File: src/rtl/stream_mux_n_to_1_if.sv
// stream_mux_n_to_1_if: N-channel input streams plus one merged output stream
interface stream_mux_n_to_1_if #(
  parameter int N = 8,
  parameter int W = 8
);
  localparam int SW = $clog2(N);
  logic [N*W-1:0] in_data;
  logic [N-1:0]   in_valid;
  logic [N-1:0]   in_last;
  logic [N-1:0]   in_ready;
  logic [SW-1:0]  sel;
  logic [W-1:0]   out_data;
  logic           out_last;
  logic [SW-1:0]  out_ch;
  logic           out_valid;
  logic           out_ready;
  modport slave (
    input  in_data, in_valid, in_last, sel, out_ready,
    output in_ready, out_data, out_last, out_ch, out_valid
  );
  modport master (
    output in_data, in_valid, in_last, sel, out_ready,
    input  in_ready, out_data, out_last, out_ch, out_valid
  );
endinterface

File: src/rtl/stream_mux_n_to_1.sv
// stream_mux_n_to_1: registered N:1 packet stream mux, locked per packet, sel or round-robin choice
module stream_mux_n_to_1 #(
  parameter int N    = 8,
  parameter int W    = 8,
  parameter int MODE = 0
) (
  input logic                 clk,
  input logic                 rst,
  stream_mux_n_to_1_if.slave  bus
);
  localparam int SW = $clog2(N);
  localparam logic [N-1:0] ONE = 1;
  typedef enum logic {IDLE, BUSY} state_t;
  state_t        r_state, w_state_nxt;
  logic [SW-1:0] r_lock, r_rr, r_ch, w_cur, w_rr_ch;
  logic [W-1:0]  r_data;
  logic          r_last, r_valid;
  logic          w_rr_hit, w_chosen, w_grant, w_acc, w_cur_last;
  // first valid channel after the last packet winner; descending scan so the nearest one wins
  always_comb begin
    w_rr_hit = 1'b0;
    w_rr_ch = '0;
    for (int j = N; j >= 1; j--)
      if (bus.in_valid[(int'(r_rr) + j) % N]) begin
        w_rr_hit = 1'b1;
        w_rr_ch = SW'((int'(r_rr) + j) % N);
      end
  end
  // channel choice, grant and accept; an open packet keeps the lock on its channel
  always_comb begin
    w_cur = r_state == BUSY ? r_lock : MODE == 0 ? bus.sel : w_rr_ch;
    w_chosen = !rst && (r_state == BUSY || (MODE == 0 ? int'(bus.sel) < N : w_rr_hit));
    w_grant = w_chosen && (!r_valid || bus.out_ready);
    w_acc = w_grant && bus.in_valid[w_cur];
    w_cur_last = bus.in_last[w_cur];
    bus.in_ready = w_grant ? ONE << w_cur : '0;
  end
  // packet lock: a non-last beat opens a packet, a last beat closes it
  always_comb begin
    w_state_nxt = w_acc ? (w_cur_last ? IDLE : BUSY) : r_state;
  end
  // state, lock channel and round-robin pointer
  always_ff @(posedge clk) begin
    if (rst) begin
      r_state <= IDLE;
      r_lock <= '0;
      r_rr <= SW'(N - 1);
    end else begin
      r_state <= w_state_nxt;
      if (w_acc && !w_cur_last) r_lock <= w_cur;
      if (w_acc && w_cur_last) r_rr <= w_cur;
    end
  end
  // single-entry output register; load overwrites a beat being drained, so no bubble
  always_ff @(posedge clk) begin
    if (rst) begin
      r_valid <= 1'b0;
      r_data <= '0;
      r_last <= 1'b0;
      r_ch <= '0;
    end else if (w_acc) begin
      r_valid <= 1'b1;
      r_data <= bus.in_data[w_cur*W +: W];
      r_last <= w_cur_last;
      r_ch <= w_cur;
    end else if (bus.out_ready) begin
      r_valid <= 1'b0;
    end
  end
  assign bus.out_data = r_data;
  assign bus.out_last = r_last;
  assign bus.out_ch = r_ch;
  assign bus.out_valid = r_valid;
endmodule

File: src/flat_wrapper.sv
// flat-port wrapper written by rule: the top's interface ports become plain ports
module stream_mux_n_to_1_flat 
#(
  parameter int N    = 8,
  parameter int W    = 8,
  parameter int MODE = 0
)
  (clk, rst, bus_in_data, bus_in_valid, bus_in_last, bus_sel, bus_out_ready, bus_in_ready, bus_out_data, bus_out_last, bus_out_ch, bus_out_valid);
  stream_mux_n_to_1_if #(.N(N), .W(W)) bus_i ();
  input logic clk;
  input logic rst;
  input wire logic [$bits(bus_i.in_data)-1:0] bus_in_data;
  input wire logic [$bits(bus_i.in_valid)-1:0] bus_in_valid;
  input wire logic [$bits(bus_i.in_last)-1:0] bus_in_last;
  input wire logic [$bits(bus_i.sel)-1:0] bus_sel;
  input wire logic [$bits(bus_i.out_ready)-1:0] bus_out_ready;
  output wire logic [$bits(bus_i.in_ready)-1:0] bus_in_ready;
  output wire logic [$bits(bus_i.out_data)-1:0] bus_out_data;
  output wire logic [$bits(bus_i.out_last)-1:0] bus_out_last;
  output wire logic [$bits(bus_i.out_ch)-1:0] bus_out_ch;
  output wire logic [$bits(bus_i.out_valid)-1:0] bus_out_valid;
  assign bus_i.in_data = bus_in_data;
  assign bus_i.in_valid = bus_in_valid;
  assign bus_i.in_last = bus_in_last;
  assign bus_i.sel = bus_sel;
  assign bus_i.out_ready = bus_out_ready;
  assign bus_in_ready = bus_i.in_ready;
  assign bus_out_data = bus_i.out_data;
  assign bus_out_last = bus_i.out_last;
  assign bus_out_ch = bus_i.out_ch;
  assign bus_out_valid = bus_i.out_valid;
  stream_mux_n_to_1 #(.N(N), .W(W), .MODE(MODE)) u_core (.clk(clk), .rst(rst), .bus(bus_i));
endmodule
File: config.mk
export PLATFORM = sky130hd
export DESIGN_NAME = stream_mux_n_to_1_flat
export DESIGN_NICKNAME = d
export VERILOG_FILES = /design/src/rtl/stream_mux_n_to_1_if.sv /design/src/rtl/stream_mux_n_to_1.sv /design/src/flat_wrapper.sv
export SDC_FILE = /design/constraint.sdc
export NUM_CORES = 1
export LEC_CHECK = 0
export BUFFER_PORTS_ARGS = -buffer_cell sky130_fd_sc_hd__buf_2
export CAP_MARGIN = 30
export CORE_MARGIN = 4
export CORE_UTILIZATION = 30
export DETAILED_ROUTE_END_ITERATION = 16
export PLACE_DENSITY = 0.64
export SLEW_MARGIN = 15
export SYNTH_ARGS = -nofsm -noshare
export SYNTH_HDL_FRONTEND = slang
export SYNTH_SLANG_ARGS = --single-unit
File: constraint.sdc
create_clock -name clk -period 5.45 [get_ports clk]
set_input_delay 0.8175 -clock clk [delete_from_list [all_inputs] [get_ports clk]]
set_output_delay 0.8175 -clock clk [all_outputs]
set_load 0.01 [all_outputs]
==> results of run 1 <==
[critical path, stage by stage]
cell and delay [ns]:
buf_2 0.17, nor2b_1 0.68, mux2i_4 0.18, nor2_1 0.14
buf_2 0.14
[stage by stage]
stage	instance area, sq um	worst slack [ns]	cells	hold slack [ns]	total power [mW]
2_1_floorplan	1740	3.00	212	0.488	0.328
3_3_place_gp	2280	2.46	374	0.453	0.407
3_5_place_dp	2280	2.35	374	0.455	0.408
4_1_cts	2320	2.51	378	0.464	0.502
5_1_grt	2320	2.30	378	0.478	0.537
6_report	2320	2.49	378	0.461	0.500
[cells by family after synthesis]
family / Yosys count
AOI/OAI and AO/OA: 76
buffers and inverters: 23
DFF: 17
muxes: 25
and+or+nand+nor: 71
[sequential cells by signal (all words and copies together) (netlist names)]
name                  cells
u_core.bus.out_ch         3
u_core.bus.out_last       1
u_core.r_lock             3
u_core.bus.out_valid      1
u_core.bus.out_data       8
u_core.r_state            1
[synth_stat cells (all sizes together) (3+ instances only)]
cell	instances	area (sq um)
nand3	9	45.0
clkbuf	8	30.0
o22ai	3	18.8
a22oi	8	60.1
nand2b	4	27.5
nor2b	3	18.8
nor2	18	67.6
a311o	8	80.1
and3	8	50.1
and4b	8	80.1
a21oi	21	116
o21ai	8	40.0
nand2	8	32.5
buf	11	81.3
a211oi	12	95.1
dfxtp	17	340
mux2i	6	72.6
mux2	19	214
nor3	5	25.0
a221oi	8	70.1
inv	4	15.0
[worst max path at each step]
stage               cells past startpoint                    to  slack, ns            from
CTS                                     6      u_core.r_lock[1]       2.51  u_core.r_state
global placement                        7      u_core.r_lock[1]       2.46      bus_sel[0]
finish                                  5       bus_in_ready[5]       2.49      bus_sel[0]
floorplan                               9  u_core.bus.out_ch[2]       3.00      bus_sel[0]
global route                            6      u_core.r_lock[1]       2.30  u_core.r_state
detailed placement                      7      u_core.r_lock[1]       2.35      bus_sel[0]
[power breakdown]
part           internal (mW)  leakage (nW)  switching, mW  total [mW]
Combinational          0.114         0.925          0.132       0.246
Sequential             0.141         0.139         0.0184       0.159
Clock                 0.0507        0.0255         0.0446      0.0953
Total                  0.305          1.09          0.195       0.500
[area by class of cell]
cell class | count | area (sq um)
fillers | 593 | 3250
multi-input cells | 172 | 1280
repair buffers | 109 | 553
flip-flops and latches | 17 | 340
well taps | 72 | 90.1
clock buffers | 3 | 41.3
inverters | 4 | 15.0
clock inverters | 1 | 5.00
[metal layers]
layer / track usage / vias to the layer above / routed length (um)
li1: - / 1027 / -
met1: 0.209 / 919 / 2650
met2: 0.286 / 82 / 2850
met3: 0.0324 / 10 / 439
met4: 0.0556 / 0 / 139
met5: 0 / - / 0
==> impl_metrics.json, run 1 <==
{
  "reg2reg_depth": 6,
  "final_common_cell": "buf_2",
  "synthXorXnorAreaFrac": 0,
  "period_share": 0.542,
  "dieArea_sq_mm": 0.00709,
  "r2r_slack_ns": 2.50,
  "wl_mm": 6.07,
  "drv_cap": 0,
  "synth-adder-area-share": 0,
  "core_area_sq_mm": 0.00557,
  "synth_warnings": 0,
  "crit_fanout": 10,
  "yosys.area_share.simple": 0.249,
  "synth_area_sq_mm": 0.00174,
  "power_density_mw_per_mm2": 215,
  "status": "finished clean",
  "fin_tns_setup_ns": 0,
  "dominantRegCellSynth": "dfxtp_1",
  "avgSynthCellArea_sq_um": 8.22,
  "slew_viol_final": 0,
  "routedWlPerCell_um": 16.1,
  "drc": 0,
  "fin_util": 0.417,
  "grt_pass1_wl_mm": 9.80,
  "fin_crit_ns": 2.96,
  "track_usage": 0.167,
  "top_level_ports": 107,
  "ctsResizeCount": 0,
  "postSynthNetCount": 298,
  "layout_common_cells": "buf_2 (106), a21oi_1 (20), mux2_2 (18), nor2_1 (18), dfxtp_1 (17)",
  "cts.sinks": 17,
  "dpl.hpwl_mm": 4.95,
  "post-cts-setup-buffers": 0,
  "worstPathRequired_ns": 4.63,
  "yosysSeqAreaShare": 0.195,
  "start_kind": "input port",
  "min-delay-start": "u_core.bus.out_data[2]",
  "cts_max_level": 1,
  "clock_latency_ns": 0.25,
  "relSlewSlack": 0.439,
  "synth_edf_count": 0,
  "detail-route-antenna-nets": 0,
  "arrival_ns": 2.14,
  "grt_setup_unrepaired": "no",
  "setup_viol_count_final": 0,
  "ir_worst_vdd_v": 0.0000835,
  "clk_pin_slew_worst_paths_ns": 0.07,
  "hold_buffers": 0,
  "drt_first_pass_iters": 4,
  "hp-class": "reg2reg",
  "cts_tree": "done",
  "num_vias": 2038,
  "cts_root_buf": "clkbuf_8",
  "synth_top_family_by_area": "compound AO/OA/AOI/OAI gates",
  "clockBufferDepth": 2,
  "fin_skew_ns": 0.00173,
  "fp-row-count": 27,
  "synth_compound_area_frac": 0.319,
  "drive_gt1_frac": 0.467,
  "tightest_slew_ns": 0.834,
  "synth_cell_types": 44,
  "diodes": 0,
  "hold_viol_final": 0,
  "synth_seq_cells": 17,
  "die_w_um": 84.2,
  "r2r_start": "u_core.r_state",
  "numPortBuffers": 106,
  "overflow": 0,
  "hold_end": "u_core.bus.out_data[2]",
  "critPathKind": "in2out",
  "antenna_found_initial": 0,
  "initialDrtViolationCount": 133,
  "p_leak_nw": 1.09,
  "timing.fmax_mhz": 338,
  "area_growth_pct": 33.4,
  "nets": 393,
  "die_h_um": 84.2,
  "hold_depth": 2,
  "grt_pass1_vias": 1989,
  "start_util": 0.312,
  "timing.rr.end": "u_core.r_lock[1]",
  "synthCells": 212,
  "async_flop_share": 0,
  "viasPerCell": 5.39,
  "synthMuxAreaShare": 0.165,
  "endpoint_kind": "output port",
  "gp_congestion": 0.835,
  "grt_max_degree": 21,
  "cts_buffers": 3
}
No activity file was read; power rests on OpenSTA's default activity.
==> inputs of run 2 (changes only) <==
--- a/config.mk
+++ b/config.mk
@@ -10,7 +10,7 @@
 export CORE_MARGIN = 4
 export CORE_UTILIZATION = 30
 export DETAILED_ROUTE_END_ITERATION = 16
-export PLACE_DENSITY = 0.64
+export PLACE_DENSITY = 0.67
 export SLEW_MARGIN = 15
 export SYNTH_ARGS = -nofsm -noshare
 export SYNTH_HDL_FRONTEND = slang
==> constraint.sdc (replaced) <==
create_clock -name clk -period 2.6 [get_ports clk]
set_input_delay 0.39 -clock clk [delete_from_list [all_inputs] [get_ports clk]]
set_output_delay 0.39 -clock clk [all_outputs]
set_load 0.01 [all_outputs]
==> impl_metrics.json, run 2 (same netlist as run 1, synthesis figures left out) <==
{
  "fin_hold_ws_ns": 0.434,
  "start_kind": "register",
  "cts_root_buf": "clkbuf_8",
  "p_leak_nw": 1.13,
  "start_util": 0.312,
  "fp-row-count": 27,
  "grt_pass1_vias": 2071,
  "dieArea_sq_mm": 0.00709,
  "nets": 401,
  "largest_register_ffs": 8,
  "routedWlPerCell_um": 16.0,
  "track_usage": 0.165,
  "hold_viol_final": 0,
  "fin_skew_ns": 0.00267,
  "drv_cap": 0,
  "cts.sinks": 17,
  "overflow": 0,
  "grt_setup_unrepaired": "no",
  "die_h_um": 84.2,
  "relSlewSlack": 0.622,
  "endpoint_kind": "register",
  "layout_common_cells": "buf_2 (106), a21oi_1 (20), mux2_2 (18), nor2_1 (18), dfxtp_1 (17)",
  "cts_buffers": 3,
  "worst_path_max_delay_cell": "dfxtp_1",
  "viasPerCell": 5.49,
  "slew_viol_final": 0,
  "hold_buffers": 0,
  "wl_mm": 6.18,
  "ir_worst_vdd_v": 0.000184,
  "detail-route-antenna-nets": 0,
  "critPathKind": "reg2reg",
  "grt_max_degree": 21,
  "fin_util": 0.428,
  "ctsResizeCount": 0,
  "setup_viol_count_final": 0,
  "num_vias": 2119,
  "arrival_ns": 2.53,
  "cts_max_level": 1,
  "diodes": 0,
  "clk_pin_slew_worst_paths_ns": 0.07,
  "timing.fmax_mhz": 418,
  "numPortBuffers": 106,
  "crit_chain": "mux2i_2 > buf_4 > mux2_2 > a221oi_1 > a21oi_1 > o21ai_0 > a21oi_1",
  "grt_pass1_wl_mm": 9.67,
  "die_w_um": 84.2,
  "fin_crit_ns": 2.39,
  "final_common_cell": "buf_2",
  "crit_top_cell": "a21oi_1",
  "timing.critical_path.buf_inv": 1,
  "top_level_ports": 107,
  "clock_latency_ns": 0.25,
  "period_share": 0.920,
  "drt_first_pass_iters": 4,
  "initialDrtViolationCount": 114,
  "drc": 0,
  "clockBufferDepth": 2,
  "post-cts-setup-buffers": 0,
  "crit_fanout": 20,
  "dpl.hpwl_mm": 5.02,
  "fin_tns_setup_ns": 0,
  "core_area_sq_mm": 0.00557,
  "drive_gt1_frac": 0.481,
  "hp-class": "in2reg",
  "antenna_found_initial": 0,
  "cp_slowest_stage_delay_ns": 0.67,
  "critPathTopFamily": "multiplexers",
  "tightest_slew_ns": 0.566,
  "cts_tree": "done",
  "worstPathRequired_ns": 2.74,
  "gp_congestion": 0.840,
  "power_density_mw_per_mm2": 446,
  "nFillCells": 596,
  "status": "finished clean",
  "area_growth_pct": 36.9
}
==> run 2: final cells by class <==
type / instances / area (sq um) / area share
Clock inverter: 1 / 5.00 / 0.00210
Clock buffer: 3 / 41.3 / 0.0173
Inverter: 4 / 15.0 / 0.00630
Multi-Input combinational cell: 172 / 1280 / 0.536
Timing Repair Buffer: 117 / 613 / 0.257
Sequential cell: 17 / 340 / 0.143
Tap cell: 72 / 90.1 / 0.0378
==> run 2: through the flow <==
| stage | std cells | setup WS [ns] | power, mW | cell area, sq um |
|---|---|---|---|---|
| after CTS | 386 | 0.220 | 1.07 | 2380 |
| after global placement | 382 | 0.250 | 0.867 | 2340 |
| after detailed placement | 382 | 0.228 | 0.876 | 2340 |
| after global routing | 386 | 0.0299 | 1.14 | 2380 |
| after floorplan | 212 | 0.578 | 0.687 | 1740 |
| final | 386 | 0.209 | 1.06 | 2380 |
==> run 2: worst paths after layout <==
check / endpoint / start / slack [ns] / depth (start not counted)
worst max-delay path: u_core.bus.out_data[4] / u_core.r_state / 0.21 / 7
worst min-delay path: u_core.bus.out_valid / bus_out_ready / 0.43 / 3
worst max register to register: u_core.bus.out_data[4] / u_core.r_state / 0.21 / 7
worst min register to register: u_core.bus.out_data[0] / u_core.bus.out_data[0] / 0.46 / 2
==> run 2: report_power, final <==
part / switching (mW) / internal, mW
combinational: 0.286 / 0.254
sequential: 0.0329 / 0.296
clock: 0.0890 / 0.106
==> run 2: per-layer routing <==
metal | global-route usage | vias to the layer above | part of all wire
met2 | 0.297 | 91 | 0.48
met4 | 0.0468 | 0 | 0.020
met3 | 0.0343 | 12 | 0.083
li1 | - | 1039 | -
met1 | 0.196 | 977 | 0.42
met5 | 0 | - | 0
==> run 2: worst reg2reg max path: stages (launching register included) <==
cell and delay, ns:
dfxtp_1 0.67, mux2i_2 0.32, buf_4 0.31, mux2_2 0.37, a221oi_1 0.34, a21oi_1 0.07
o21ai_0 0.11, a21oi_1 0.09
==> inputs of run 3 (changes only) <==
--- a/config.mk
+++ b/config.mk
@@ -10,7 +10,8 @@
 export CORE_MARGIN = 4
 export CORE_UTILIZATION = 30
 export DETAILED_ROUTE_END_ITERATION = 16
-export PLACE_DENSITY = 0.67
+export GPL_TIMING_DRIVEN = 0
+export PLACE_DENSITY = 0.64
 export SLEW_MARGIN = 15
 export SYNTH_ARGS = -nofsm -noshare
 export SYNTH_HDL_FRONTEND = slang
==> constraint.sdc (replaced) <==
create_clock -name clk -period 2.44 [get_ports clk]
set_input_delay 0.366 -clock clk [delete_from_list [all_inputs] [get_ports clk]]
set_output_delay 0.366 -clock clk [all_outputs]
set_load 0.01 [all_outputs]
==> impl_metrics.json, run 3 (same netlist as run 1, synthesis figures left out) <==
{
  "period_share": 0.919,
  "cp_slowest_stage_delay_ns": 0.37,
  "timing.critical_path.buf_inv": 2,
  "top_level_ports": 107,
  "grt_pass1_vias": 2021,
  "power_frac_seq": 0.295,
  "cts_buffers": 3,
  "grt_max_degree": 11,
  "grt_setup_unrepaired": "no",
  "placedInstanceArea_sq_mm": 0.00235,
  "p_int_uw": 703,
  "final_common_cell": "buf_2",
  "timing.fmax_mhz": 446,
  "drive_gt1_frac": 0.466,
  "fin_skew_ns": 0.00445,
  "relSlewSlack": 0.635,
  "gp_congestion": 0.786,
  "hp-class": "in2reg",
  "fin_util": 0.431,
  "clockBufferDepth": 2,
  "multi_input_area_sq_mm": 0.00128,
  "die_h_um": 84.2,
  "p_sw_frac": 0.388,
  "fin_tns_setup_ns": 0,
  "largest_register_ffs": 8,
  "pre_cts_ws_ns": 0.0309,
  "setup_viol_count_final": 0,
  "p_switching_uw": 445,
  "fin_crit_ns": 2.24,
  "final_area_sq_mm": 0.00240,
  "final.setup.worst_slack_ns": 0.198,
  "post-cts-setup-buffers": 0,
  "viasPerCell": 5.34,
  "critPathKind": "reg2reg",
  "hold_viol_final": 0,
  "cts.sinks": 17,
  "antenna_found_initial": 0,
  "numPortBuffers": 104,
  "num_vias": 2092,
  "core_area_sq_mm": 0.00557,
  "layout_common_cells": "buf_2 (109), a21oi_1 (20), mux2_2 (18), nor2_1 (17), dfxtp_1 (17)",
  "nets": 407,
  "cts_root_buf": "clkbuf_8",
  "crit_fanout": 10,
  "fin_hold_ws_ns": 0.439,
  "die_w_um": 84.2,
  "overflow": 0,
  "initialDrtViolationCount": 121,
  "start_kind": "register",
  "track_usage": 0.173,
  "nFillCells": 584,
  "fp-row-count": 27,
  "diodes": 0,
  "drv_cap": 0,
  "clk_pin_slew_worst_paths_ns": 0.06,
  "combPwrFrac": 0.517,
  "grt_pass1_wl_mm": 10.1,
  "arrival_ns": 2.37,
  "slew_viol_final": 0,
  "wl_mm": 6.30,
  "worst_path_max_delay_cell": "mux2_2",
  "ff_latch_area_sq_um": 340,
  "endpoint_kind": "register",
  "power_density_mw_per_mm2": 478,
  "p_leak_nw": 1.13,
  "status": "finished clean",
  "worstPathRequired_ns": 2.57,
  "dieArea_sq_mm": 0.00709,
  "detail-route-antenna-nets": 0,
  "critPathTopFamily": "multiplexers",
  "crit_chain": "buf_4 > mux2i_1 > buf_2 > mux2_2 > a221oi_1 > a21oi_1 > o21ai_0 > a21oi_1",
  "start_util": 0.312,
  "cts_max_level": 1,
  "cts_tree": "done",
  "crit_top_cell": "a21oi_1",
  "routedWlPerCell_um": 16.1,
  "ir_worst_vdd_v": 0.000197,
  "drt_first_pass_iters": 4,
  "clock_latency_ns": 0.26,
  "area_growth_pct": 37.9,
  "drc": 0,
  "dpl.hpwl_mm": 5.15,
  "pwr-share-clk": 0.188,
  "tightest_slew_ns": 0.547
}
run 3: cell count changes in the layout (fill, tap and decap cells not counted), moves of 2 or more:
| cell | previous run | this run |
|---|---|---|
| buf_2 | 106 | 109 |
| buf_4 | 11 | 1 |
| buf_6 | 0 | 4 |
| clkbuf_1 | 0 | 7 |
| clkbuf_2 | 0 | 2 |
run 3: final timing paths:
path                            endpoint                   start  depth (start not counted)  slack (ns)
setup / recovery  u_core.bus.out_data[3]          u_core.r_state                          8        0.20
hold / removal      u_core.bus.out_valid           bus_out_ready                          3        0.44
setup reg to reg  u_core.bus.out_data[3]          u_core.r_state                          8        0.20
hold reg to reg   u_core.bus.out_data[6]  u_core.bus.out_data[6]                          2        0.46
run 3: worst reg2reg max path: stages, from the launching register on:
cell and delay, ns:
dfxtp_1 0.31, buf_4 0.15, mux2i_1 0.36, buf_2 0.32, mux2_2 0.37, a221oi_1 0.35
a21oi_1 0.07, o21ai_0 0.10, a21oi_1 0.09
run 3: what timing repair did:
item / 4_1_cts / 5_1_grt
gates resized for setup: 0 / 5
hold buffers: 0 / 0
setup endpoints to repair: 0 / 9
run 3: area by class of cell:
type / count / share of cell area
flip-flops and latches: 17 / 0.142
multi-input cells: 172 / 0.532
well taps: 72 / 0.0375
clock buffers: 4 / 0.0188
plain buffers: 19 / 0.0474
repair buffers: 104 / 0.217
inverters: 4 / 0.00625
run 3: layer usage:
metal  global-route usage  up-vias  wire length, um
met5                    0        -                0
met1                0.217      942             2670
met4               0.0322        0               84
li1                     -     1048                -
met3               0.0393        8              504
met2                0.302       94             3050
run 3: power by group through the flow:
stage / Clock [mW] / Combinational (mW) / Sequential [mW]
after floorplan: 0 / 0.376 / 0.356
after global placement: 0 / 0.586 / 0.343
after detailed placement: 0 / 0.594 / 0.344
after CTS: 0.220 / 0.596 / 0.338
after global routing: 0.233 / 0.656 / 0.344
final: 0.216 / 0.593 / 0.338
run 3: per-stage QoR:
stage | power [mW] | std cells
after floorplan | 0.733 | 212
after global placement | 0.929 | 388
after detailed placement | 0.938 | 388
after CTS | 1.15 | 392
after global routing | 1.23 | 392
final | 1.15 | 392
